==> config.mk <==
export PLATFORM = sky130hd
export DESIGN_NAME = tlc_multi_phase_flat
export DESIGN_NICKNAME = d
export VERILOG_FILES = /design/src/rtl/tlc_pkg.sv /design/src/rtl/tlc_multi_phase_if.sv /design/src/rtl/tlc_prescaler.sv /design/src/rtl/tlc_multi_phase.sv /design/src/flat_wrapper.sv
export SDC_FILE = /design/constraint.sdc
export NUM_CORES = 1
export LEC_CHECK = 0
export CAP_MARGIN = 20
export CORE_UTILIZATION = 50
export DETAILED_ROUTE_END_ITERATION = 7
export PLACE_DENSITY = 0.73
export SLEW_MARGIN = 5
export SYNTH_ARGS = -nofsm -noshare
export SYNTH_HDL_FRONTEND = slang
export SYNTH_HIERARCHICAL = 1
export SYNTH_SLANG_ARGS = --single-unit
export TNS_END_PERCENT = 10
==> constraint.sdc <==
create_clock -name CK -period 3.25 [get_ports CK]
set_clock_uncertainty 0.15 [all_clocks]
set_input_delay 0.975 -clock CK [delete_from_list [all_inputs] [get_ports CK]]
set_output_delay 0.975 -clock CK [all_outputs]
set_load 0.03 [all_outputs]
==> src/rtl/tlc_pkg.sv <==
// Shared types for the multi-phase traffic-light controller.
//   state_e       : controller state (all-red clearance, green, yellow)
//   lamp_e        : which lamp the owning phase shows
//   lamp_of_state : maps a controller state to the owning phase's lamp
package tlc_pkg;

    typedef enum logic [1:0] {
        ST_ALLRED = 2'd0,
        ST_GREEN  = 2'd1,
        ST_YELLOW = 2'd2
    } state_e;

    typedef enum logic [1:0] {
        LAMP_RED = 2'd0,
        LAMP_GRN = 2'd1,
        LAMP_YLW = 2'd2
    } lamp_e;

    // Lamp lit on the owning phase for a given state; every other phase stays red.
    function automatic lamp_e lamp_of_state(input state_e s);
        lamp_e l;
        case (s)
            ST_GREEN:  l = LAMP_GRN;
            ST_YELLOW: l = LAMP_YLW;
            default:   l = LAMP_RED;
        endcase
        return l;
    endfunction

endpackage

==> src/rtl/tlc_multi_phase_if.sv <==
// Controller <-> intersection bundle.
//   test  : 1 = one timing tick per clock (prescaler bypassed)
//   req   : per-phase vehicle sensors (bit 0, the main road, is ignored)
//   grn/ylw/red : lamp drives, one bit per phase
//   phase : phase owning green/yellow, or the last owner during all-red
//   tick  : one-cycle strobe per timing tick
interface tlc_multi_phase_if #(
    parameter int unsigned N_PHASE = 4
) ();
    localparam int unsigned PH_W = $clog2(N_PHASE);

    logic               test;
    logic [N_PHASE-1:0] req;
    logic [N_PHASE-1:0] grn;
    logic [N_PHASE-1:0] ylw;
    logic [N_PHASE-1:0] red;
    logic [PH_W-1:0]    phase;
    logic               tick;

    modport master (
        input  test, req,
        output grn, ylw, red, phase, tick
    );

    modport slave (
        output test, req,
        input  grn, ylw, red, phase, tick
    );
endinterface

==> src/rtl/tlc_prescaler.sv <==
// Timing-tick generator.
//   clk, rst : clock, asynchronous active-high reset
//   test     : raw fast-mode request (synchronised here)
//   tick     : registered strobe; every cycle in fast mode, otherwise once per PRESCALE cycles
module tlc_prescaler #(
    parameter int unsigned PRESCALE = 16
) (
    input  logic clk,
    input  logic rst,
    input  logic test,
    output logic tick
);
    localparam int unsigned PW = (PRESCALE > 1) ? $clog2(PRESCALE) : 1;

    logic          test_q;
    logic [PW-1:0] cnt;
    logic [PW-1:0] cnt_n;
    logic          tick_n;

    // tick is kept equal to (test_q | cnt == PRESCALE-1) by computing it from next-cycle values.
    // Holding cnt at 0 while in fast mode makes a return to normal mode restart the count.
    always_comb begin
        cnt_n  = (test_q || tick) ? '0 : cnt + PW'(1);
        tick_n = test || (cnt_n == PW'(PRESCALE - 1));
    end

    always_ff @(posedge clk or posedge rst) begin
        if (rst) begin
            test_q <= 1'b0;
            cnt    <= '0;
            tick   <= 1'b0;
        end else begin
            test_q <= test;
            cnt    <= cnt_n;
            tick   <= tick_n;
        end
    end
endmodule

==> src/rtl/tlc_multi_phase.sv <==
// Multi-phase traffic-light controller: latched per-phase demand, round-robin
// service with phase 0 (main road) as the default green, prescaled interval timing.
//   CK  : clock, rising edge
//   CLR : asynchronous active-high reset (all lamps red immediately)
//   io  : sensors/test mode in, registered lamp drives, phase and tick out
module tlc_multi_phase
    import tlc_pkg::*;
#(
    parameter int unsigned N_PHASE     = 4,
    parameter int unsigned CNT_W       = 8,
    parameter int unsigned PRESCALE    = 16,
    parameter int unsigned GREEN_MIN   = 4,
    parameter int unsigned GREEN_MAX   = 12,
    parameter int unsigned YLW_TIME    = 2,
    parameter int unsigned ALLRED_TIME = 1
) (
    input logic              CK,
    input logic              CLR,
    tlc_multi_phase_if.master io
);
    localparam int unsigned PH_W = $clog2(N_PHASE);
    localparam int unsigned TW   = CNT_W + 1;

    state_e             state, state_n;
    logic [PH_W-1:0]    phase, phase_n, next_ph;
    logic [CNT_W-1:0]   t, t_n;
    logic [TW-1:0]      t_inc;
    logic [N_PHASE-1:0] req_q;
    logic [N_PHASE-1:1] pend, pend_n;
    logic [N_PHASE-1:0] pend_full;
    logic [N_PHASE-1:0] sel;
    logic [N_PHASE-1:0] grn_n, ylw_n, red_n;
    logic               done, found, enter_green;
    int unsigned        idx;

    tlc_prescaler #(
        .PRESCALE (PRESCALE)
    ) u_prescaler (
        .clk  (CK),
        .rst  (CLR),
        .test (io.test),
        .tick (io.tick)
    );

    // Phase 0 is always a candidate unless it already holds green.
    assign pend_full = {pend, ~(state == ST_GREEN && phase == '0)};

    // Next-state, timer, demand latch, round-robin pick and lamp decode.
    always_comb begin
        state_n = state;
        phase_n = phase;
        t_n     = t;
        pend_n  = pend;
        next_ph = '0;
        found   = 1'b0;
        idx     = 0;
        done    = 1'b0;
        grn_n   = '0;
        ylw_n   = '0;
        red_n   = '1;
        t_inc   = TW'(t) + TW'(1);

        // First pending phase after the current one, wrapping back to it last.
        for (int unsigned k = 1; k <= N_PHASE; k++) begin
            idx = (32'(phase) + k) % N_PHASE;
            if (!found && pend_full[PH_W'(idx)]) begin
                next_ph = PH_W'(idx);
                found   = 1'b1;
            end
        end

        case (state)
            ST_ALLRED: done = io.tick && (t_inc >= TW'(ALLRED_TIME));
            ST_GREEN: begin
                if (phase == '0)
                    done = io.tick && (t_inc >= TW'(GREEN_MIN)) && (|pend);
                else
                    done = io.tick && (((t_inc >= TW'(GREEN_MIN)) && !req_q[phase])
                                       || (t_inc >= TW'(GREEN_MAX)));
            end
            ST_YELLOW: done = io.tick && (t_inc >= TW'(YLW_TIME));
            default:   done = 1'b1;
        endcase

        if (done) begin
            t_n = '0;
            case (state)
                ST_ALLRED: begin
                    state_n = ST_GREEN;
                    phase_n = next_ph;
                end
                ST_GREEN:  state_n = ST_YELLOW;
                default:   state_n = ST_ALLRED;
            endcase
        end else if (io.tick && (t != '1)) begin
            t_n = t + CNT_W'(1);
        end

        // Demand is latched while a phase is not green; entry to its green clears it.
        enter_green = done && (state == ST_ALLRED);
        for (int unsigned p = 1; p < N_PHASE; p++) begin
            if (enter_green && (phase_n == PH_W'(p)))
                pend_n[p] = 1'b0;
            else if (req_q[p] && !(state == ST_GREEN && phase == PH_W'(p)))
                pend_n[p] = 1'b1;
        end

        sel = N_PHASE'(1) << phase_n;
        case (lamp_of_state(state_n))
            LAMP_GRN: begin
                grn_n = sel;
                red_n = ~sel;
            end
            LAMP_YLW: begin
                ylw_n = sel;
                red_n = ~sel;
            end
            default: ;
        endcase
    end

    // State, timer, demand and registered lamp outputs.
    always_ff @(posedge CK or posedge CLR) begin
        if (CLR) begin
            state    <= ST_ALLRED;
            phase    <= '0;
            t        <= '0;
            pend     <= '0;
            req_q    <= '0;
            io.grn   <= '0;
            io.ylw   <= '0;
            io.red   <= '1;
            io.phase <= '0;
        end else begin
            state    <= state_n;
            phase    <= phase_n;
            t        <= t_n;
            pend     <= pend_n;
            req_q    <= io.req;
            io.grn   <= grn_n;
            io.ylw   <= ylw_n;
            io.red   <= red_n;
            io.phase <= phase_n;
        end
    end
endmodule

==> src/flat_wrapper.sv <==
// flat-port wrapper written by rule: the top's interface ports become plain ports
module tlc_multi_phase_flat import tlc_pkg::*;
#(
    parameter int unsigned N_PHASE     = 4,
    parameter int unsigned CNT_W       = 8,
    parameter int unsigned PRESCALE    = 16,
    parameter int unsigned GREEN_MIN   = 4,
    parameter int unsigned GREEN_MAX   = 12,
    parameter int unsigned YLW_TIME    = 2,
    parameter int unsigned ALLRED_TIME = 1
)
  (CK, CLR, io_test, io_req, io_grn, io_ylw, io_red, io_phase, io_tick);
  tlc_multi_phase_if #(.N_PHASE(N_PHASE)) io_i ();
  input logic CK;
  input logic CLR;
  input wire logic [$bits(io_i.test)-1:0] io_test;
  input wire logic [$bits(io_i.req)-1:0] io_req;
  output wire logic [$bits(io_i.grn)-1:0] io_grn;
  output wire logic [$bits(io_i.ylw)-1:0] io_ylw;
  output wire logic [$bits(io_i.red)-1:0] io_red;
  output wire logic [$bits(io_i.phase)-1:0] io_phase;
  output wire logic [$bits(io_i.tick)-1:0] io_tick;
  assign io_i.test = io_test;
  assign io_i.req = io_req;
  assign io_grn = io_i.grn;
  assign io_ylw = io_i.ylw;
  assign io_red = io_i.red;
  assign io_phase = io_i.phase;
  assign io_tick = io_i.tick;
  tlc_multi_phase #(.N_PHASE(N_PHASE), .CNT_W(CNT_W), .PRESCALE(PRESCALE), .GREEN_MIN(GREEN_MIN), .GREEN_MAX(GREEN_MAX), .YLW_TIME(YLW_TIME), .ALLRED_TIME(ALLRED_TIME)) u_core (.CK(CK), .CLR(CLR), .io(io_i));
endmodule
==> run metrics, run 1 <==
area grow syn2layout 18.75%; top cell type's share of synthesized area 0.4403; Syn Inst Count 175; RSZ-0062 raised after global routing no; final cell count without fillers 249; Worst setup EP type flip-flop; max_slew headroom 0.5316; Die H 63.25 microns; reg2reg path depth 9; initial antenna violation count 0; CTS tree yes; Iter 0 DRT Violations 99; most common cell in the synthesized netlist dfrtp_1; YS warnings 6; number of nets in the layout 218; hold_buf cts 0; core area 3468 sq um; max incr delay on CP 530 ps; type of origin of the critical path flip-flop; Worst R2R End u_core/io.red[0]; post-route setup TNS 0 ps; ys async rst share 1.000; total leakage power 0.9926 nW; Critical path origin u_core/phase[1]; GP Congestion 0.8668; Least-Margin Pin Slew 699.3 ps; clk_lat worst skew 290 ps; CTS buffer count 5; H-tree depth 2; DR pass1 iterations 4; count of pins over their slew limit 0; Die X 63.25 microns; Seq/Total Area, Yosys 0.4963; post-DP HPWL 2662 microns; synthesized flop and latch total 37; global router's overall resource usage 0.2096; fin crit period 2952 ps; post-CTS setup buffers 0; Tcrit/Tclk final 0.9083; critical-path cell list inv_1, ha_1, nor4bb_2, or4_1, a211oi_2, nor4_2, nor2b_4, inv_2, or3_1; post-CTS sizing 0; number of distinct library cells after synthesis 50; PD cells 871.7 nW/um^2; setup violators final 0; Worst Hold Class flip-flop to flip-flop; via count 1,427; setup ws final 298.1 ps; achievable frequency 0.3388 GHz; vias in the first global route 1,497; largest net degree at the start of global routing 32; synth top area cells dfrtp_1, ha_1, dfstp_2; Yosys top cell by area dfrtp_1; final hold vios 0; FF-to-FF Start u_core/phase[1]; reg2reg setup slack 300 ps; peak supply drop 0.4619 mV; Crit Path Class flip-flop to flip-flop; ant diodes 0; DR vias/cell 5.731; Wirelength per Cell 14.80 microns; DRC Markers 0; synth cell count leaders dfrtp_1, inv_1, nor3_1; Post-Syn Area 1876 sq um; Antenna Violating Nets Remaining 0; Post-synth EDFFs 0; outcome completed; GR Overflow Total 0; CP required 3310 ps; syn_nets 191; root buf cell clkbuf_8; arrival time at the worst endpoint 3010 ps; Initial Util 0.5408; CTS sink count 37; max cap viols 0; worst-path maximum fanout 9; Top Ports 22; number of port buffers 21; die area 4000 sq um; hold path depth 1; Clock transition at path regs 80 ps; final wirelength 3686 microns; hold path startpoint u_core/u_prescaler/cnt[0]; cell count after placement 241; FP Rows 21; Synth Flop Type dfrtp_1; post-synthesis average cell area 10.72 sq um; Max clock buf depth 2; Worst Hold End u_core/u_prescaler/cnt[0]; pre-CTS WS 331.9 ps; first-pass GRT wire length 6617 microns; Crit-path slowest cell or4_1; share of layout cells above drive strength 1 0.1379
==> worst max-delay path, delay by kind of cell, from the launching register on <==
kind                       cells  cell delay [ps]
and+or+nand+nor                5             1390
AOI/OAI and AO/OA              1              330
adders and majority gates      1              250
DFF                            1              520
buffers and inverters          2              240
==> flip-flops by register name, indices dropped and copies added (netlist names) <==
| name | count |
|---|---|
| u_core/phase | 2 |
| u_core/io.grn | 4 |
| u_core/u_prescaler/tick | 1 |
| u_core/pend | 3 |
| u_core/t | 8 |
| u_core/u_prescaler/test_q | 1 |
| u_core/io.red | 4 |
| u_core/state | 2 |
| u_core/u_prescaler/cnt | 4 |
| u_core/req_q | 4 |
| u_core/io.ylw | 4 |
==> stage by stage <==
stage               total power [mW]  utilization  area [sq um]  hold WS (ps)
global placement               1.588       0.6162          2137         308.8
CTS                            1.945       0.6421          2227         338.0
global route                   2.079       0.6421          2227         385.6
finish                         1.941       0.6421          2227         335.8
floorplan                      1.359            -          1876         292.8
detailed placement             1.612       0.6162          2137         325.6
==> placed cells by master, fill, tap and decap left out, types with 2 or more instances in the layout <==
cell / count
a21boi_0: 3
a21oi_1: 6
a31oi_1: 6
and3_1: 6
buf_4: 3
clkbuf_8: 5
clkdlybuf4s50_1: 21
dfrtp_1: 33
dfstp_2: 4
ha_1: 9
inv_1: 16
mux2i_1: 2
nand2_1: 7
nand3b_1: 3
nand4_1: 3
nor2_1: 10
nor2b_1: 5
nor3_1: 13
o21ai_0: 5
o31ai_1: 3
or3_1: 3
xnor2_1: 2
xor2_1: 5
==> cells by family after synthesis <==
group	count (synthesis)	synth area share
adders and majority gates	9	0.06004
and+or+nand+nor	60	0.1895
xor gates and xnor gates	7	0.03269
AOI/OAI and AO/OA	36	0.1354
buffers and inverters	21	0.04937
muxes	5	0.03669
DFF	37	0.4963
==> worst max path at each step <==
| stage | to |
|---|---|
| 6_report | u_core/io.red[0] |
| 2_1_floorplan | u_core/io.red[0] |
| 3_3_place_gp | u_core/io.red[0] |
| 5_1_grt | u_core/io.red[2] |
| 3_5_place_dp | u_core/io.red[0] |
| 4_1_cts | u_core/io.red[0] |
==> layer usage <==
| layer | up-vias | wire length, microns | track usage |
|---|---|---|---|
| met5 | - | 0 | 0 |
| met4 | 0 | 15 | 0.07955 |
| met3 | 2 | 176 | 0.04529 |
| met2 | 46 | 1821 | 0.3535 |
| met1 | 700 | 1673 | 0.2625 |
| li1 | 679 | - | - |
==> final cells by class <==
class	count	area [sq um]
clock inverter	3	21.27
multi-input combinational	117	852.1
inverter	17	63.81
timing repair buffer	24	232.7
clock buffer	5	68.82
fill	296	1241
tap	46	57.56
sequential	37	930.9
==> where the power goes <==
part / internal, mW / switching [mW] / total [mW]
registers: 0.569 / 0.0988 / 0.668
logic: 0.408 / 0.547 / 0.955
clock network: 0.152 / 0.166 / 0.318
total: 1.13 / 0.812 / 1.94
No activity file was read; power rests on OpenSTA's default activity.
==> run 2: changes to the inputs <==
CAP_MARGIN = default   (was 20)
REMOVE_ABC_BUFFERS = 1   (was default)
==> run 2 against run 1 <==
Count of clock-buffer cells in the layout increased by 1. Utilization decreased by 0.22 points. Sequential power increased by 0.7%. Non-clock buffer count unchanged. Wire length increased by 7.1%. Via count increased by 1.1%. First-iteration DRC count increased by 42%. Clock power decreased by 3%. Hold slack improved by 2.1 ps. Combinational power increased by 0.7%. Global-route usage increased by 1.9 points.
==> run metrics, run 2 (synthesized netlist as in run 1, its figures left out) <==
Sequential Area 930.9 sq um (unchanged); count of pins over their slew limit 0 (unchanged); Least-Margin Pin Slew 734.2 ps (was 699.3 ps); max reg flops 8 (unchanged); CP required 3310 ps (about the same); number of nets in the layout 218 (unchanged); FP Rows 21 (unchanged); total leakage power 0.9930 nW (was 0.9926 nW); GP Congestion 0.8530 (was 0.8668); clk_lat worst skew 290 ps (about the same); max_slew headroom 0.5083 (was 0.5316); worst-path maximum fanout 9 (unchanged); final core occ 0.6400 (was 0.6421); DRC Markers 0 (unchanged); area grow syn2layout 18.35% (was 18.75%); most common cell after layout, fill and taps aside dfrtp_1 (unchanged); number of port buffers 21 (unchanged); PnR Total Power 1.942 mW (was 1.941 mW); Initial Util 0.5408 (unchanged); crit-path leading delay family simple AND/OR/NAND/NOR gates (unchanged); share of layout cells above drive strength 1 0.1330 (was 0.1379); outcome completed (unchanged); pre-CTS WS 324.1 ps (was 331.9 ps); achievable frequency 0.3389 GHz (was 0.3388 GHz); Tcrit/Tclk final 0.9079 (was 0.9083); Biggest register u_core/t (unchanged); post-CTS setup buffers 0 (unchanged); ant diodes 0 (unchanged); initial antenna violation count 0 (unchanged); post-DP HPWL 2811 microns (was 2662 microns); Worst setup EP type flip-flop (unchanged); Top Ports 22 (unchanged); final wirelength 3947 microns (was 3686 microns); cell count after placement 241 (unchanged); core area 3468 sq um (unchanged); arrival time at the worst endpoint 3010 ps (about the same); Clock transition at path regs 70 ps (was 80 ps); Final Instance Area 2220 sq um (was 2227 sq um); peak supply drop 0.5662 mV (was 0.4619 mV); CTS buffer count 5 (unchanged); Filler Cells Inserted 283 (was 296); H-tree depth 2 (unchanged); root buf cell clkbuf_8 (unchanged); Worst Hold Class flip-flop to flip-flop (unchanged); first-pass GRT wire length 7031 microns (was 6617 microns); worst setup path endpoint u_core/io.red[0] (unchanged); Crit-path slowest cell dfrtp_1 (was or4_1); max incr delay on CP 530 ps (about the same); largest net degree at the start of global routing 32 (unchanged); reg2reg setup slack 300 ps (about the same); fin crit period 2951 ps (was 2952 ps); final cell count without fillers 249 (unchanged); WP buf/inv 2 (unchanged); Max clock buf depth 2 (unchanged); final hold slack 337.9 ps (was 335.8 ps); commonest cells after routing, fill and taps aside dfrtp_1, clkdlybuf4s50_1, inv_1 (unchanged); Crit Path Class flip-flop to flip-flop (unchanged); Wirelength per Cell 15.85 microns (was 14.80 microns); DR vias/cell 5.791 (was 5.731); placement-stage cell area 2137 sq um (unchanged); type of origin of the critical path flip-flop (unchanged); DR pass1 iterations 5 (was 4); setup violators final 0 (unchanged); setup ws final 299.4 ps (was 298.1 ps); FF-to-FF Start u_core/phase[1] (unchanged); reg2reg path depth 9 (unchanged); post-route setup TNS 0 ps (unchanged); Die H 63.25 microns (unchanged); max cap viols 0 (unchanged); CTS tree yes (unchanged); die area 4000 sq um (unchanged); global router's overall resource usage 0.2286 (was 0.2096); Iter 0 DRT Violations 141 (was 99); hold_buf cts 0 (unchanged); Multi-input gate area 852.1 sq um (unchanged); post-CTS sizing 0 (unchanged); vias in the first global route 1,476 (was 1,497); GR Overflow Total 0 (unchanged); critical-path cell list inv_1, ha_1, nor4bb_2, or4_1, a211oi_2, nor4_2, nor2b_4, inv_2, or3_1 (unchanged); Worst R2R End u_core/io.red[0] (unchanged); PD cells 874.8 nW/um^2 (was 871.7 nW/um^2); WP depth 9 (unchanged); RSZ-0062 raised after global routing no (unchanged); via count 1,442 (was 1,427); Die X 63.25 microns (unchanged); Antenna Violating Nets Remaining 0 (unchanged); final hold vios 0 (unchanged); CTS sink count 37 (unchanged); Critical path origin u_core/phase[1] (unchanged)
run 2: final cells by class:
cell class                      count  area share
Clock buffer                        6     0.03269
Multi-Input combinational cell    117      0.3839
Sequential cell                    37      0.4194
Tap cell                           46     0.02593
Timing Repair Buffer               24      0.1048
Clock inverter                      2    0.004510
Inverter                           17     0.02875
run 2: worst min path at each step:
stage	endpoint	from	slack, ps	depth (start not counted)
after floorplan	u_core/u_prescaler/cnt[0]	u_core/u_prescaler/cnt[0]	290	1
after global placement	u_core/u_prescaler/cnt[0]	u_core/u_prescaler/cnt[0]	310	1
after detailed placement	u_core/u_prescaler/cnt[0]	u_core/u_prescaler/cnt[0]	330	1
after CTS	u_core/u_prescaler/cnt[0]	u_core/u_prescaler/cnt[0]	340	1
after global routing	u_core/u_prescaler/cnt[2]	u_core/u_prescaler/test_q	370	1
final	u_core/u_prescaler/cnt[0]	u_core/u_prescaler/cnt[0]	340	1
run 2: metal layers:
layer  global-route usage  vias to the layer above  wire length (microns)
met3              0.05616                        6                    154
li1                     -                      676                      -
met2               0.3508                       43                   1836
met1               0.3144                      717                   1897
met4              0.08239                        0                     58
met5                    0                        -                      0
run 2: worst register-to-register path: stages (launching register included):
cell and delay [ps]:
dfrtp_1 530, inv_1 160, ha_1 250, nor4bb_2 200, or4_1 520, a211oi_2 320
nor4_2 130, nor2b_4 200, inv_2 100, or3_1 320
run 2: where the power goes:
group	switching, mW	internal, mW	total (mW)	leakage, nW
Sequential	0.103	0.570	0.673	0.462
Combinational	0.554	0.408	0.962	0.486
Clock	0.158	0.149	0.307	0.0450
Total	0.815	1.13	1.94	0.993
==> RTL change, RTL diff (config.mk and constraints of run 2) <==
`N_PHASE` is set to 4 in 3 places; all go to 2.
--- a/src/rtl/tlc_multi_phase_if.sv
+++ b/src/rtl/tlc_multi_phase_if.sv
@@ -7,3 +7,3 @@
 interface tlc_multi_phase_if #(
-    parameter int unsigned N_PHASE = 4
+    parameter int unsigned N_PHASE = 2
 ) ();
--- a/src/rtl/tlc_multi_phase.sv
+++ b/src/rtl/tlc_multi_phase.sv
@@ -8,3 +8,3 @@
 #(
-    parameter int unsigned N_PHASE     = 4,
+    parameter int unsigned N_PHASE     = 2,
     parameter int unsigned CNT_W       = 8,
--- a/src/flat_wrapper.sv
+++ b/src/flat_wrapper.sv
@@ -3,3 +3,3 @@
 #(
-    parameter int unsigned N_PHASE     = 4,
+    parameter int unsigned N_PHASE     = 2,
     parameter int unsigned CNT_W       = 8,
Ports: changed (5 resized); port bits go from 22 to 13. The function was not compared with the original's and may differ.
==> RTL change against run 2 <==
Wire length fell by 31%. Synthesized area fell by 22%. Count of clock-buffer cells in the layout fell by 3. Sequential cell count fell by 12. Power fell by 32%. Non-clock buffer count fell by 10. Final area fell by 28%. Setup slack improved by 0.12 ns. Critical path type unchanged. Critical endpoint is now u_core/io.red[1]$_DFF_PP1_.
==> RTL change: results (changes against run 2) <==
- Proportion of netlist area held by the largest area contributor: 39.55% (-4.5 points)
- Number of buffers created by CTS: 3 (-2)
- Total leakage power: 0.6963 nW (-30%)
- Crit-path max FO: 6 (-3)
- Clock-pin slew of the registers on the worst-case setup and hold paths: 0.14 ns (+0.07 ns)
- Placed Instance Area: 1579 µm² (-26%)
- Cell depth of the worst hold path: 1 (unchanged)
- FF-to-FF path depth: 9 (unchanged)
- Worst-case register-to-register setup slack: 0.42 ns (+0.12 ns)
- Max-slew headroom at the worst pin: 53.25% (+2.4 points)
- First-pass DRT Iterations: 4 (-1)
- Total wire length: 2706 µm (-31%)
- First-pass GRT wire length: 4795 µm (-32%)
- Port Buffers: 11 (-48%)
- Buffer depth of the longest clock path: 2 (unchanged)
- Post-CTS Setup Bufs: 0 (unchanged)
- Leading cell types by total area after synthesis: dfrtp_1 (40%), mux2i_1 (5.5%), ha_1 (5.2%)
- Number of unique standard cell types used by synthesis: 43 (-14%)
- Routability-driven placement congestion ratio: 0.8884 (+4.2%)
- Number of antenna violations at the first check in global routing: 0 (unchanged)
- Aggregate global-route resource usage: 19.27% (-3.6 points)
- Leading registers by flop count: u_core/t: 8 flops, u_core/u_prescaler/cnt: 4 flops
- Class of the most critical hold timing path: flip-flop to flip-flop
- Maximum single-stage delay on the critical path: 0.47 ns (-0.06 ns)
- Filler Cell Count: 248 (-12%)
- Worst path arrival time: 2.95 ns (-0.06 ns)
- Clock latency reported for the late side of the worst-skew pair: 0.32 ns (+0.03 ns)
- Min-delay src: u_core/u_prescaler/cnt[0]$_DFF_PP0_
- H-Tree Depth: 1 (-1)
- R2r startpoint: u_core/t[1]$_DFFE_PP0P_
- Initial DRC Count: 22 (-84%)
- Slowest cell on the critical path: dfrtp_1
- Post-synth top flop: dfrtp_1
- Routed via count: 1081 (-25%)
- CTS root buffer: clkbuf_4
- Crit Reg-Reg Endpoint: u_core/io.red[1]$_DFF_PP1_
- DPL Wire Length: 1992 µm (-29%)
- Area occupied by multi-input gates: 753.2 µm² (-12%)
- Largest net degree at the start of global routing: 20 (-38%)
- Number of cells upsized or downsized after cts: 0 (unchanged)
- NumNets Final: 167 (-23%)
- Cell types with the highest counts after synthesis: dfrtp_1 (23), nand2_1 (14), nor2_1 (10), a31oi_1 (9)
- Worst IR Drop VDD: 688.2 µV (+22%)
- Worst-case hold path end point: u_core/u_prescaler/cnt[0]$_DFF_PP0_
- Outcome: finished, final reports clean
- Layout cells sized above 1: 9.677% (-3.6 points)
- Async set-reset flop share out of synthesis: 100.0% (unchanged)
- Total of warnings raised by yosys: 6 (unchanged)
- Post-synthesis sequential area ratio: 43.16% (-6.5 points)
- Antenna Cells: 0 (unchanged)
-- RTL change: cell types whose count changed after synthesis, sizes merged, moves of 6 or more --
cell and change:
nand2 +7, dfrtp -10, mux2i +6, xnor2 +6
inv -10, nor3 -7
-- RTL change: cell type report --
| cell class | instances | area share, % |
|---|---|---|
| clock inverters | 1 | 0.4666 |
| flip-flops and latches | 25 | 39.04 |
| clock buffers | 3 | 1.400 |
| multi-input cells | 105 | 46.81 |
| well taps | 31 | 2.411 |
| inverters | 7 | 1.633 |
| repair buffers | 14 | 8.243 |
-- RTL change: cells by family after synthesis --
logic type                 count (synthesis)  share of synthesized area [%]
DFF                                       25                          43.16
AOI/OAI and AO/OA                         24                          12.38
muxes                                     10                          7.309
and+or+nand+nor                           53                          19.60
adders and majority gates                  7                          5.847
xor gates and xnor gates                  11                          6.621
buffers and inverters                     13                          5.073
-- RTL change: worst max path at each step --
stage / from / end / slack [ns] / depth (start not counted)
after CTS: u_core/phase$_DFF_PP0_ / io_phase / 0.46 / 1
after global placement: u_core/t[1]$_DFFE_PP0P_ / u_core/io.red[0]$_DFF_PP1_ / 0.52 / 9
after global routing: u_core/t[1]$_DFFE_PP0P_ / u_core/io.red[1]$_DFF_PP1_ / 0.23 / 9
after floorplan: u_core/t[0]$_DFFE_PP0P_ / u_core/io.red[1]$_DFF_PP1_ / 0.53 / 9
final: u_core/t[1]$_DFFE_PP0P_ / u_core/io.red[1]$_DFF_PP1_ / 0.42 / 9
after detailed placement: u_core/t[1]$_DFFE_PP0P_ / u_core/io.red[1]$_DFF_PP1_ / 0.48 / 9
-- RTL change: power breakdown --
part	internal (mW)	total, mW	switching, mW
clock	0.0471	0.146	0.0986
sequential	0.394	0.477	0.0830
combinational	0.294	0.693	0.399
-- RTL change: stage by stage --
step	hold WS [ns]	std cells	worst slack, ns	total power, mW
after floorplan	0.2928	137	0.5328	0.9548
after global placement	0.3172	182	0.5156	1.141
after detailed placement	0.3372	182	0.4840	1.172
after CTS	0.3601	186	0.4600	1.322
after global routing	0.3911	186	0.2271	1.400
final	0.3601	186	0.4154	1.316
-- RTL change: layer usage --
metal | vias up | routed length, µm | share of wire [%] | GRT usage (%)
met4 | 0 | 22 | 0.81 | 5.226
met1 | 526 | 1261 | 47 | 24.85
met3 | 4 | 106 | 3.9 | 3.721
li1 | 535 | - | - | -
met5 | - | 0 | 0 | 0
met2 | 16 | 1316 | 49 | 33.22
-- RTL change: worst max-delay path: cells and delay by family (launching register included) --
kind | cells | cell delay (ns)
muxes | 1 | 0.14
AOI/OAI and AO/OA | 2 | 0.57
DFF | 1 | 0.47
adders and majority gates | 2 | 0.64
and+or+nand+nor | 4 | 0.82
